$ cat src/rtl/ddr_ring_pkg.sv
// ddr_ring_pkg: shared constants, descriptor type and
// AR state encoding for the DDR packet ring controller.
package ddr_ring_pkg;

  localparam int BEAT_BYTES = 64;
  localparam int PAGE_BYTES = 4096;
  localparam int DESC_AW    = 31;

  typedef struct packed {
    logic [DESC_AW-1:0] addr;
    logic [7:0]         beats;
    logic [12:0]        charge;
  } desc_t;

  typedef enum logic {
    AR_IDLE,
    AR_WAIT
  } ar_state_e;

  // Round a byte count up to whole beats; 17 bits so
  // that 16'hFFFF cannot wrap to zero.
  function automatic logic [16:0] round_to_beat(
    input logic [15:0] len
  );
    logic [16:0] w_sum;
    w_sum = {1'b0, len} + 17'(BEAT_BYTES - 1);
    return w_sum & ~17'(BEAT_BYTES - 1);
  endfunction

endpackage

$ cat src/rtl/ddr_ring_ctrl_alloc.sv
// ring_alloc: combinational round/skip/fit computation.
// In: i_ptr, i_len, i_used. Out: o_base, o_next, o_charge, o_beats, o_legal, o_fit.
module ring_alloc
  import ddr_ring_pkg::*;
#(
  parameter int          ADDR_WIDTH    = 31,
  parameter int unsigned RING_BASE     = 0,
  parameter int unsigned RING_BYTES    = 32'h4000_0000,
  parameter int          MAX_PKT_BYTES = 1536
) (
  input  logic [ADDR_WIDTH-1:0] i_ptr,
  input  logic [15:0]           i_len,
  input  logic [ADDR_WIDTH:0]   i_used,
  output logic [ADDR_WIDTH-1:0] o_base,
  output logic [ADDR_WIDTH-1:0] o_next,
  output logic [12:0]           o_charge,
  output logic [7:0]            o_beats,
  output logic                  o_legal,
  output logic                  o_fit
);

  localparam int PGW = $clog2(PAGE_BYTES);
  localparam int AW1 = ADDR_WIDTH + 1;
  localparam logic [AW1-1:0] L_END =
    AW1'(64'(RING_BASE) + 64'(RING_BYTES));
  localparam logic [ADDR_WIDTH-1:0] L_BASE =
    ADDR_WIDTH'(RING_BASE);

  logic [16:0]    w_rnd;
  logic [PGW:0]   w_off;
  logic           w_cross;
  logic [12:0]    w_skip;
  logic [AW1-1:0] w_sum;
  logic [AW1-1:0] w_nsum;

  assign w_rnd   = round_to_beat(i_len);
  assign w_off   = {1'b0, i_ptr[PGW-1:0]};
  // Ending exactly on a page boundary is not a crossing.
  assign w_cross = (17'(w_off) + w_rnd) > 17'(PAGE_BYTES);
  assign w_skip  = w_cross ? (13'(PAGE_BYTES) - w_off) : '0;

  assign w_sum  = {1'b0, i_ptr} + AW1'(w_skip);
  assign o_base = (w_sum == L_END) ? L_BASE
                                   : w_sum[ADDR_WIDTH-1:0];

  assign w_nsum = {1'b0, o_base} + AW1'(w_rnd);
  assign o_next = (w_nsum == L_END) ? L_BASE
                                    : w_nsum[ADDR_WIDTH-1:0];

  assign o_charge = w_rnd[12:0] + w_skip;
  assign o_beats  = w_rnd[13:6];
  assign o_legal  = (i_len != '0) &&
                    (i_len <= 16'(MAX_PKT_BYTES));
  assign o_fit    = ({1'b0, i_used} + (AW1 + 1)'(o_charge))
                    <= (AW1 + 1)'(RING_BYTES);

endmodule

$ cat src/rtl/ddr_ring_ctrl.sv
// ddr_ring_ctrl: allocates, issues (AXI AR) and retires packet slots in a DDR ring.
// Ports: alloc req/ready/addr, commit pulse, AXI AR master, R monitor, CSR enable, status.
module ddr_ring_ctrl
  import ddr_ring_pkg::*;
#(
  parameter int          ADDR_WIDTH      = 31,
  parameter int          DATA_WIDTH      = 512,
  parameter int          ID_WIDTH        = 4,
  parameter int unsigned RING_BASE       = 0,
  parameter int unsigned RING_BYTES      = 32'h4000_0000,
  parameter int          DESC_DEPTH      = 64,
  parameter int          MAX_OUTSTANDING = 8,
  parameter int          MAX_PKT_BYTES   = 1536
) (
  input  logic                        clk,
  input  logic                        rst,
  input  logic                        alloc_valid,
  input  logic [15:0]                 alloc_len,
  output logic                        alloc_ready,
  output logic [ADDR_WIDTH-1:0]       alloc_addr,
  input  logic                        commit_valid,
  output logic [ID_WIDTH-1:0]         m_axi_arid,
  output logic [ADDR_WIDTH-1:0]       m_axi_araddr,
  output logic [7:0]                  m_axi_arlen,
  output logic [2:0]                  m_axi_arsize,
  output logic [1:0]                  m_axi_arburst,
  output logic                        m_axi_arvalid,
  input  logic                        m_axi_arready,
  input  logic                        m_axi_rvalid,
  input  logic                        m_axi_rready,
  input  logic                        m_axi_rlast,
  input  logic                        ddr_rd_en,
  output logic [ADDR_WIDTH:0]         used_bytes,
  output logic [$clog2(DESC_DEPTH):0] pkt_pending,
  output logic                        err_sticky
);

  localparam int PW  = $clog2(DESC_DEPTH);
  localparam int IW  = PW + 1;
  localparam int AW1 = ADDR_WIDTH + 1;
  localparam int OW  = $clog2(MAX_OUTSTANDING + 1);

  logic [IW-1:0]         r_alloc_idx;
  logic [IW-1:0]         r_commit_idx;
  logic [IW-1:0]         r_issue_idx;
  logic [IW-1:0]         r_retire_idx;
  logic [ADDR_WIDTH-1:0] r_alloc_ptr;
  logic [AW1-1:0]        r_used;
  logic [OW-1:0]         r_outst;
  logic                  r_err;
  logic [ADDR_WIDTH-1:0] r_araddr;
  logic [7:0]            r_arlen;
  ar_state_e             r_state;
  ar_state_e             w_next_state;
  desc_t                 r_desc [DESC_DEPTH];

  logic [ADDR_WIDTH-1:0] w_base;
  logic [ADDR_WIDTH-1:0] w_next_ptr;
  logic [12:0]           w_charge;
  logic [7:0]            w_beats;
  logic                  w_legal;
  logic                  w_fit;
  logic                  w_full;
  logic                  w_alloc_hs;
  logic                  w_bad_req;
  logic                  w_commit_ok;
  logic                  w_commit_bad;
  logic                  w_ar_hs;
  logic                  w_rlast;
  logic                  w_retire;
  logic                  w_rlast_bad;
  logic                  w_start;
  logic                  w_load;
  logic                  w_arvalid;
  logic [AW1-1:0]        w_add;
  logic [AW1-1:0]        w_sub;
  desc_t                 w_iss_desc;
  desc_t                 w_ret_desc;

  ring_alloc #(
    .ADDR_WIDTH   (ADDR_WIDTH),
    .RING_BASE    (RING_BASE),
    .RING_BYTES   (RING_BYTES),
    .MAX_PKT_BYTES(MAX_PKT_BYTES)
  ) u_alloc (
    .i_ptr   (r_alloc_ptr),
    .i_len   (alloc_len),
    .i_used  (r_used),
    .o_base  (w_base),
    .o_next  (w_next_ptr),
    .o_charge(w_charge),
    .o_beats (w_beats),
    .o_legal (w_legal),
    .o_fit   (w_fit)
  );

  assign w_full = (r_alloc_idx - r_retire_idx) == IW'(DESC_DEPTH);

  // Illegal requests are always accepted so they are consumed.
  assign alloc_ready = alloc_valid &
                       (~w_legal | (~w_full & w_fit));
  assign alloc_addr  = w_base;

  assign w_alloc_hs   = alloc_valid & alloc_ready & w_legal;
  assign w_bad_req    = alloc_valid & ~w_legal;
  assign w_commit_ok  = commit_valid & (r_commit_idx != r_alloc_idx);
  assign w_commit_bad = commit_valid & (r_commit_idx == r_alloc_idx);
  assign w_ar_hs      = w_arvalid & m_axi_arready;
  assign w_rlast      = m_axi_rvalid & m_axi_rready & m_axi_rlast;
  assign w_retire     = w_rlast & (r_outst != '0);
  assign w_rlast_bad  = w_rlast & (r_outst == '0);

  assign w_iss_desc = r_desc[r_issue_idx[PW-1:0]];
  assign w_ret_desc = r_desc[r_retire_idx[PW-1:0]];

  assign w_add = w_alloc_hs ? AW1'(w_charge) : '0;
  assign w_sub = w_retire ? AW1'(w_ret_desc.charge) : '0;

  assign w_start = ddr_rd_en &
                   (r_issue_idx != r_commit_idx) &
                   (r_outst < OW'(MAX_OUTSTANDING));

  always_ff @(posedge clk) begin
    if (rst) begin
      r_state <= AR_IDLE;
    end else begin
      r_state <= w_next_state;
    end
  end

  always_comb begin
    w_next_state = r_state;
    unique case (r_state)
      AR_IDLE: if (w_start) w_next_state = AR_WAIT;
      AR_WAIT: if (m_axi_arready) w_next_state = AR_IDLE;
      default: w_next_state = AR_IDLE;
    endcase
  end

  always_comb begin
    w_arvalid = 1'b0;
    w_load    = 1'b0;
    unique case (r_state)
      AR_IDLE: w_load = w_start;
      AR_WAIT: w_arvalid = 1'b1;
      default: w_arvalid = 1'b0;
    endcase
  end

  always_ff @(posedge clk) begin
    if (w_alloc_hs) begin
      r_desc[r_alloc_idx[PW-1:0]] <= '{
        addr:   DESC_AW'(w_base),
        beats:  w_beats,
        charge: w_charge
      };
    end
  end

  always_ff @(posedge clk) begin
    if (rst) begin
      r_alloc_idx  <= '0;
      r_commit_idx <= '0;
      r_issue_idx  <= '0;
      r_retire_idx <= '0;
      r_alloc_ptr  <= ADDR_WIDTH'(RING_BASE);
      r_used       <= '0;
      r_outst      <= '0;
      r_err        <= 1'b0;
      r_araddr     <= '0;
      r_arlen      <= '0;
    end else begin
      if (w_alloc_hs) begin
        r_alloc_idx <= r_alloc_idx + 1'b1;
        r_alloc_ptr <= w_next_ptr;
      end
      if (w_commit_ok) r_commit_idx <= r_commit_idx + 1'b1;
      if (w_ar_hs)     r_issue_idx  <= r_issue_idx + 1'b1;
      if (w_retire)    r_retire_idx <= r_retire_idx + 1'b1;
      r_used <= r_used + w_add - w_sub;
      if (w_ar_hs & ~w_retire) begin
        r_outst <= r_outst + 1'b1;
      end else if (w_retire & ~w_ar_hs) begin
        r_outst <= r_outst - 1'b1;
      end
      if (w_load) begin
        r_araddr <= ADDR_WIDTH'(w_iss_desc.addr);
        r_arlen  <= w_iss_desc.beats - 8'd1;
      end
      if (w_bad_req | w_commit_bad | w_rlast_bad) begin
        r_err <= 1'b1;
      end
    end
  end

  assign m_axi_arid    = '0;
  assign m_axi_araddr  = r_araddr;
  assign m_axi_arlen   = r_arlen;
  assign m_axi_arsize  = 3'($clog2(DATA_WIDTH / 8));
  assign m_axi_arburst = 2'b01;
  assign m_axi_arvalid = w_arvalid;
  assign used_bytes    = r_used;
  assign pkt_pending   = r_commit_idx - r_issue_idx;
  assign err_sticky    = r_err;

endmodule

$ cat config.mk
export PLATFORM = sky130hd
export DESIGN_NAME = ddr_ring_ctrl
export DESIGN_NICKNAME = d
export VERILOG_FILES = /design/src/rtl/ddr_ring_pkg.sv /design/src/rtl/ddr_ring_ctrl_alloc.sv /design/src/rtl/ddr_ring_ctrl.sv
export SDC_FILE = /design/constraint.sdc
export NUM_CORES = 2
export LEC_CHECK = 0
export ABC_CLOCK_PERIOD_IN_PS = 31400
export CELL_PAD_IN_SITES_DETAIL_PLACEMENT = 0
export CELL_PAD_IN_SITES_GLOBAL_PLACEMENT = 1
export CORE_MARGIN = 3
export CORE_UTILIZATION = 35
export DETAILED_ROUTE_END_ITERATION = 10
export MAX_ROUTING_LAYER = met4
export PLACE_DENSITY_LB_ADDON = 0.05
export SETUP_SLACK_MARGIN = 0.15
export SYNTH_ARGS = -nofsm -noshare
export SYNTH_HDL_FRONTEND = slang
export SYNTH_SLANG_ARGS = --single-unit
$ cat constraint.sdc
create_clock -name clk -period 31.4 [get_ports clk]
set_clock_uncertainty 0.15 [all_clocks]
set_input_delay 6.28 -clock clk [delete_from_list [all_inputs] [get_ports clk]]
set_output_delay 6.28 -clock clk [all_outputs]
set_load 0.02 [all_outputs]
== Word-level counts from Yosys, hierarchy flattened ==
Memory sizes are Yosys's and may differ from the RTL's. A register that Yosys moved wholly into a read port is not among the register bits.
Cells that the tools add are included.
W data, S select, Z words.
Operators by class
  reduce and logical (&&, ||, !) cells: 5
  magnitude comparators: 4
  equal/unequal tests: 6
  bitwise operators: 24
  muxes and demuxes: 18
  $add $sub $neg: 18
Operators by type and width (count)
  $eq A32 B31 Y1 const B: 2
  $mux W31: 2
  $mux W13: 3
  $add A32 B13 Y33: 1
  $le A33 B31 Y1 const B: 1
  $add A31 B13 Y32: 1
  $add A31 B17 Y32: 1
  $add A32 B13 Y32: 1
  $sub A32 B13 Y32: 1
  $add A7 B1 Y7 const B: 4
  $mux W6: 4
  $add A12 B17 Y17: 1
  $add A16 B6 Y17 const B: 1
  $gt A17 B13 Y1 const B: 1
  $and A1 B1 Y1: 16
  $le A16 B11 Y1 const B: 1
  $reduce_bool A16 Y1: 1
  $ne A7 B7 Y1: 2
  $sub A7 B7 Y7: 2
  $add A13 B13 Y13: 1
  $sub A13 B12 Y13 const A: 1
  $mux W4: 2
  $sub A8 B1 Y8 const B: 1
  $eq A7 B7 Y1: 1
  12 further kinds: 23
Word-level totals
  bits of input ports: 25
  bits in writable memories: 3328
  bits in registers: 136
  memories kept: 1
Memory list
  r_desc: words 64, width 52, rd ports 2, clocked after Yosys merged registers in 2, write ports 1, RTL line ddr_ring_ctrl.sv:55  | desc_t r_desc [DESC_DEPTH];

== Longest topological paths before layout ==
  word-level depth: 15
  depth in mapped cells: 56
  mapped depth without buffers: 51

== By module ==
Synthesis repeated with hierarchy kept, for this count alone.
Second synthesis, totals
  cells, all modules: 6462
  area, all modules: 138295.1 um^2
Modules (own cells, without submodules)
  ddr_ring_ctrl: cells each 5827, area each 133923.4 um^2, seq. area each 102898.7 um^2, times used 1
  ring_alloc: cells each 635, area each 4371.7 um^2, seq. area each 0.0 um^2, times used 1

== Least setup slack after synthesis ==
No wires, ideal clock.
  path kind: input port to output port
  from: input port alloc_len[3]
  to: output port alloc_addr[30]
  setup slack: 7079 ps
  path buffers: 4
  arrival: 17891 ps
  stages: 29
  cells stage by stage: nor4_1 a21oi_1 clkbuf_1 and3_1 xor2_1 ha_1 a21oi_1 o21ai_0 a21o_1 nand2_1 a32oi_4 clkbuf_1 clkbuf_1 nor2_1 ha_1 a21oi_1 o21ai_0 o21a_1 a31o_2 o21ai_1 a221oi_2 a21boi_1 clkbuf_1 nor3_1 xor2_1 and3b_1 nand4_1 o41ai_1 inv_1
Between the ends
  word-level cells in the longest chain between the ends: 7
Ends and longest elaborated chain
  from (decl): RTL line ddr_ring_ctrl.sv:18  | input logic [15:0] alloc_len,
  $add A16 B6 Y17 *: RTL line ddr_ring_pkg.sv:26  | w_sum = {1'b0, len} + 17'(BEAT_BYTES - 1);
  via u_alloc.o_beats[4]: RTL line ddr_ring_ctrl_alloc.sv:17  | output logic [7:0] o_beats,
  $add A12 B17 Y17 *: RTL line ddr_ring_ctrl_alloc.sv:39  | assign w_cross = (17'(w_off) + w_rnd) > 17'(PAGE_BYTES);
  $gt A17 B13 Y1 *: RTL line ddr_ring_ctrl_alloc.sv:39
  $mux W13 *: RTL line ddr_ring_ctrl_alloc.sv:40  | assign w_skip = w_cross ? (13'(PAGE_BYTES) - w_off) : '0;
  $add A31 B13 Y32 *: RTL line ddr_ring_ctrl_alloc.sv:42  | assign w_sum = {1'b0, i_ptr} + AW1'(w_skip);
  $eq A32 B31 Y1: RTL line ddr_ring_ctrl_alloc.sv:43  | assign o_base = (w_sum == L_END) ? L_BASE
  $mux W31 *: RTL line ddr_ring_ctrl_alloc.sv:43
  to (decl): RTL line ddr_ring_ctrl.sv:20  | output logic [ADDR_WIDTH-1:0] alloc_addr,
The timed path passes the listed nets; every way through them passes the cells marked *.

== Worst setup path in the final report ==
  from: input port alloc_len[3]
  to: output port alloc_ready
Between the ends
  word-level cells in the longest chain between the ends: 10
  elaborated cells between the ends (all ways): 14
Ends and longest elaborated chain
  $add A16 B6 Y17 *: RTL line ddr_ring_pkg.sv:26
  via u_alloc.o_beats[4]: RTL line ddr_ring_ctrl_alloc.sv:17
  $add A12 B17 Y17: RTL line ddr_ring_ctrl_alloc.sv:39
  $gt A17 B13 Y1: RTL line ddr_ring_ctrl_alloc.sv:39
  $mux W13: RTL line ddr_ring_ctrl_alloc.sv:40
  $add A13 B13 Y13 *: RTL line ddr_ring_ctrl_alloc.sv:50  | assign o_charge = w_rnd[12:0] + w_skip;
  via u_alloc.o_charge[11]: RTL line ddr_ring_ctrl_alloc.sv:16  | output logic [12:0] o_charge,
  $add A32 B13 Y33 *: RTL line ddr_ring_ctrl_alloc.sv:54  | assign o_fit = ({1'b0, i_used} + (AW1 + 1)'(o_charge))
  $le A33 B31 Y1 *: RTL line ddr_ring_ctrl_alloc.sv:55  | <= (AW1 + 1)'(RING_BYTES);
  $and A1 B1 Y1 *: RTL line ddr_ring_ctrl.sv:101  | (~w_legal | (~w_full & w_fit));
  $or A1 B1 Y1 *: RTL line ddr_ring_ctrl.sv:101
  $and A1 B1 Y1 *: RTL line ddr_ring_ctrl.sv:100  | assign alloc_ready = alloc_valid &
  to (decl): RTL line ddr_ring_ctrl.sv:19  | output logic alloc_ready,
Marked as above.

==> impl_metrics.json <==
{
  "ys_ff_latch": 3476,
  "grt_pass1_wl_mm": 643,
  "die_w_um": 634,
  "cts.sinks": 3476,
  "peakVddDrop_v": 0.0000424,
  "cpPeakStageDelay_ns": 0.65,
  "dp.final_hpwl_mm": 257,
  "finalInstanceArea_sq_mm": 0.160,
  "relSlewSlack_pct": 5.88,
  "synth-simple-area-share_pct": 2.43,
  "finalSetupTns_ns": 0,
  "leakage_nw": 46.6,
  "worst_path_max_delay_cell": "a2111oi_0",
  "synthMuxAreaShare_pct": 18.0,
  "numCtsBuffers": 391,
  "min_period_ns": 23.06,
  "htree_levels": 5,
  "drive_above_1_share_pct": 28.4,
  "die_h_um": 634,
  "p_per_area_mw_per_mm2": 63.0,
  "routed_wl_mm": 476,
  "preCtsSetupSlack_ns": 8.38,
  "cts_root_buf": "clkbuf_16",
  "synth_top_area_share_pct": 72.4,
  "cp_max_fo": 68,
  "worst_slew_pin_slew_ns": 1.41,
  "antenna_found_initial": 30,
  "yosys_warnings": 0,
  "grt.overflow.total": 0,
  "clk-insertion-delay-late_ns": 0.96,
  "async_flop_share_pct": 0,
  "initial_core_util_pct": 35.3,
  "cts_tree": "built",
  "end_kind": "output port",
  "synth_edf_count": 3328,
  "maxCapViolations": 0,
  "final_common_cell": "edfxtp_1",
  "worstHoldStart": "m_axi_araddr[22]",
  "max_freq_mhz": 43.4,
  "synthCells": 6340,
  "place_area_sq_mm": 0.148,
  "yosysUniqueCellTypes": 79,
  "reg2reg_slack_ns": 17.82,
  "via_count": 69200,
  "nets": 6958,
  "gp_congestion": 0.814,
  "status": "completed",
  "grt_pass1_vias": 71200,
  "clockBufferDepth": 4,
  "rows": 229,
  "critical_path_class": "primary input to output port",
  "io_pins": 146,
  "grt_max_degree": 140,
  "cts_setup_buffers": 0,
  "worstPathArrival_ns": 16.63,
  "cp-start-kind": "primary input",
  "dr.pass1.iters": 8,
  "synthFlopType": "edfxtp_1",
  "rsz0062_at_grt": "false",
  "synth-compound-area-share_pct": 1.55,
  "avgSynthCellArea_sq_um": 21.8,
  "finalCritPeriodShare_pct": 73.4,
  "synth.cell_area_sq_mm": 0.138,
  "reg2regPathDepth": 43,
  "cp-startpoint": "alloc_len[3]",
  "antenna_left": 0,
  "clk_transition_reported_paths_ns": 0.06,
  "final_cell_mix": "3,328 x edfxtp_1, 1,088 x mux4_2, 399 x clkbuf_16",
  "via_per_inst": 5.62,
  "reg2reg_from": "r_alloc_ptr[6]",
  "numPortBuffers": 136,
  "drv_slew": 0,
  "synth_area_leaders": "edfxtp_1 72%, mux4_2 18%, dfxtp_1 2.1%, ha_1 1.0%, nor2_1 0.63%",
  "min_to": "m_axi_araddr[22]",
  "synth_xor_area_share_pct": 0.933,
  "crit_top_cell": "a21oi_1",
  "drc": 0,
  "cts_resized": 0,
  "yosysSeqAreaShare_pct": 74.5,
  "synth_fa_ha_area_share_pct": 1.31,
  "worstHoldPathCells": 2,
  "first_iter_violations": 7756,
  "core_area_sq_mm": 0.391,
  "cts_hold_buf": 0,
  "synth_top_family_by_area": "multiplexers",
  "worstPathRequired_ns": 24.97,
  "hp-class": "register to register",
  "r2r_end": "used_bytes[31]",
  "hold_violations": 0,
  "area_delta_synth_final_pct": 16.1,
  "synth_top_area_cell": "edfxtp_1",
  "wire_per_inst_um": 38.6,
  "finalSetupViolations": 0,
  "track_usage_pct": 24.3,
  "die-area_sq_mm": 0.402,
  "finalWorstSetupSlack_ns": 8.34
}
-- state kept, by name, indices dropped and copies added, names as in the netlist, named ones only --
name          cells
r_desc         3328
used_bytes       32
m_axi_araddr     31
r_alloc_ptr      31
m_axi_arlen       8
r_alloc_idx       7
r_commit_idx      7
r_issue_idx       7
r_retire_idx      7
r_outst           4
err_sticky        1
r_state           1
-- how the worst max path moves through the flow --
stage | to | slack, ns | cells past startpoint
after floorplan | alloc_addr[30] | 7.08 | 29
after global placement | alloc_ready | 8.37 | 34
after detailed placement | alloc_ready | 8.38 | 34
after CTS | alloc_ready | 8.31 | 34
after global routing | alloc_ready | 7.67 | 34
final | alloc_ready | 8.34 | 34
-- report_power, final --
part / switching (mW) / leakage, nW / internal, mW
logic: 0.302 / 10.7 / 0.189
clock network: 1.88 / 6.06 / 2.60
registers: 0.0394 / 29.8 / 5.07
total: 2.23 / 46.6 / 7.86
-- through the flow --
stage	util, %	instances	hold WS (ns)	power (mW)
6_report	41.0	12300	0.304	10.1
5_1_grt	41.0	12300	0.330	10.4
4_1_cts	41.0	12300	0.304	10.2
3_5_place_dp	37.8	11600	0.296	5.70
3_3_place_gp	37.8	11600	0.291	5.70
2_1_floorplan	-	6347	0.317	5.53
-- cell type report --
| cell class | count | area (sq um) |
|---|---|---|
| timing repair buffer | 376 | 3430 |
| antenna | 3 | 7.51 |
| fill | 34500 | 231000 |
| sequential | 3476 | 103000 |
| clock buffer | 510 | 10500 |
| tap | 5197 | 6500 |
| clock inverter | 207 | 1950 |
| multi-input combinational | 2445 | 34500 |
| inverter | 110 | 413 |
-- per-layer routing --
metal	track usage [%]	routed length, um
met1	33.2	207000
met2	39.7	237000
met3	2.64	21600
met4	4.58	9790
met5	-	0
-- cells in the mapped netlist (20+ instances only) --
| master | instances |
|---|---|
| xor2_1 | 63 |
| nand3_1 | 39 |
| inv_1 | 108 |
| dfxtp_1 | 148 |
| mux4_2 | 1088 |
| mux2i_1 | 34 |
| and2_1 | 31 |
| buf_1 | 104 |
| clkbuf_1 | 202 |
| nor2_1 | 232 |
| a21oi_1 | 119 |
| a211oi_1 | 20 |
| xnor2_1 | 84 |
| edfxtp_1 | 3328 |
| o21ai_0 | 65 |
| and3_1 | 28 |
| a21o_1 | 24 |
| or3_1 | 31 |
| nand2_1 | 176 |
| ha_1 | 114 |
| nor3_1 | 45 |
| nand4_1 | 21 |
-- critical path: cells and delay by family --
family	cells	cell delay, ns
AO/OA/AOI/OAI	17	4.14
XOR/XNOR	2	0.26
buffers and inverters	6	2.73
adder cells (fa/ha/maj)	3	1.11
AND/OR/NAND/NOR	6	1.99
-- kinds of logic (layout without fill, tap and decap cells) --
kind of cell,Yosys count,in the layout
compound gates,333,333
xor+xnor,147,147
fa+ha+maj,133,133
buf+inv,426,1203
flops,3476,3476
mux,1128,1128
other cells,2,12
simple gates,695,695
Power figures use the tool's default switching activity.
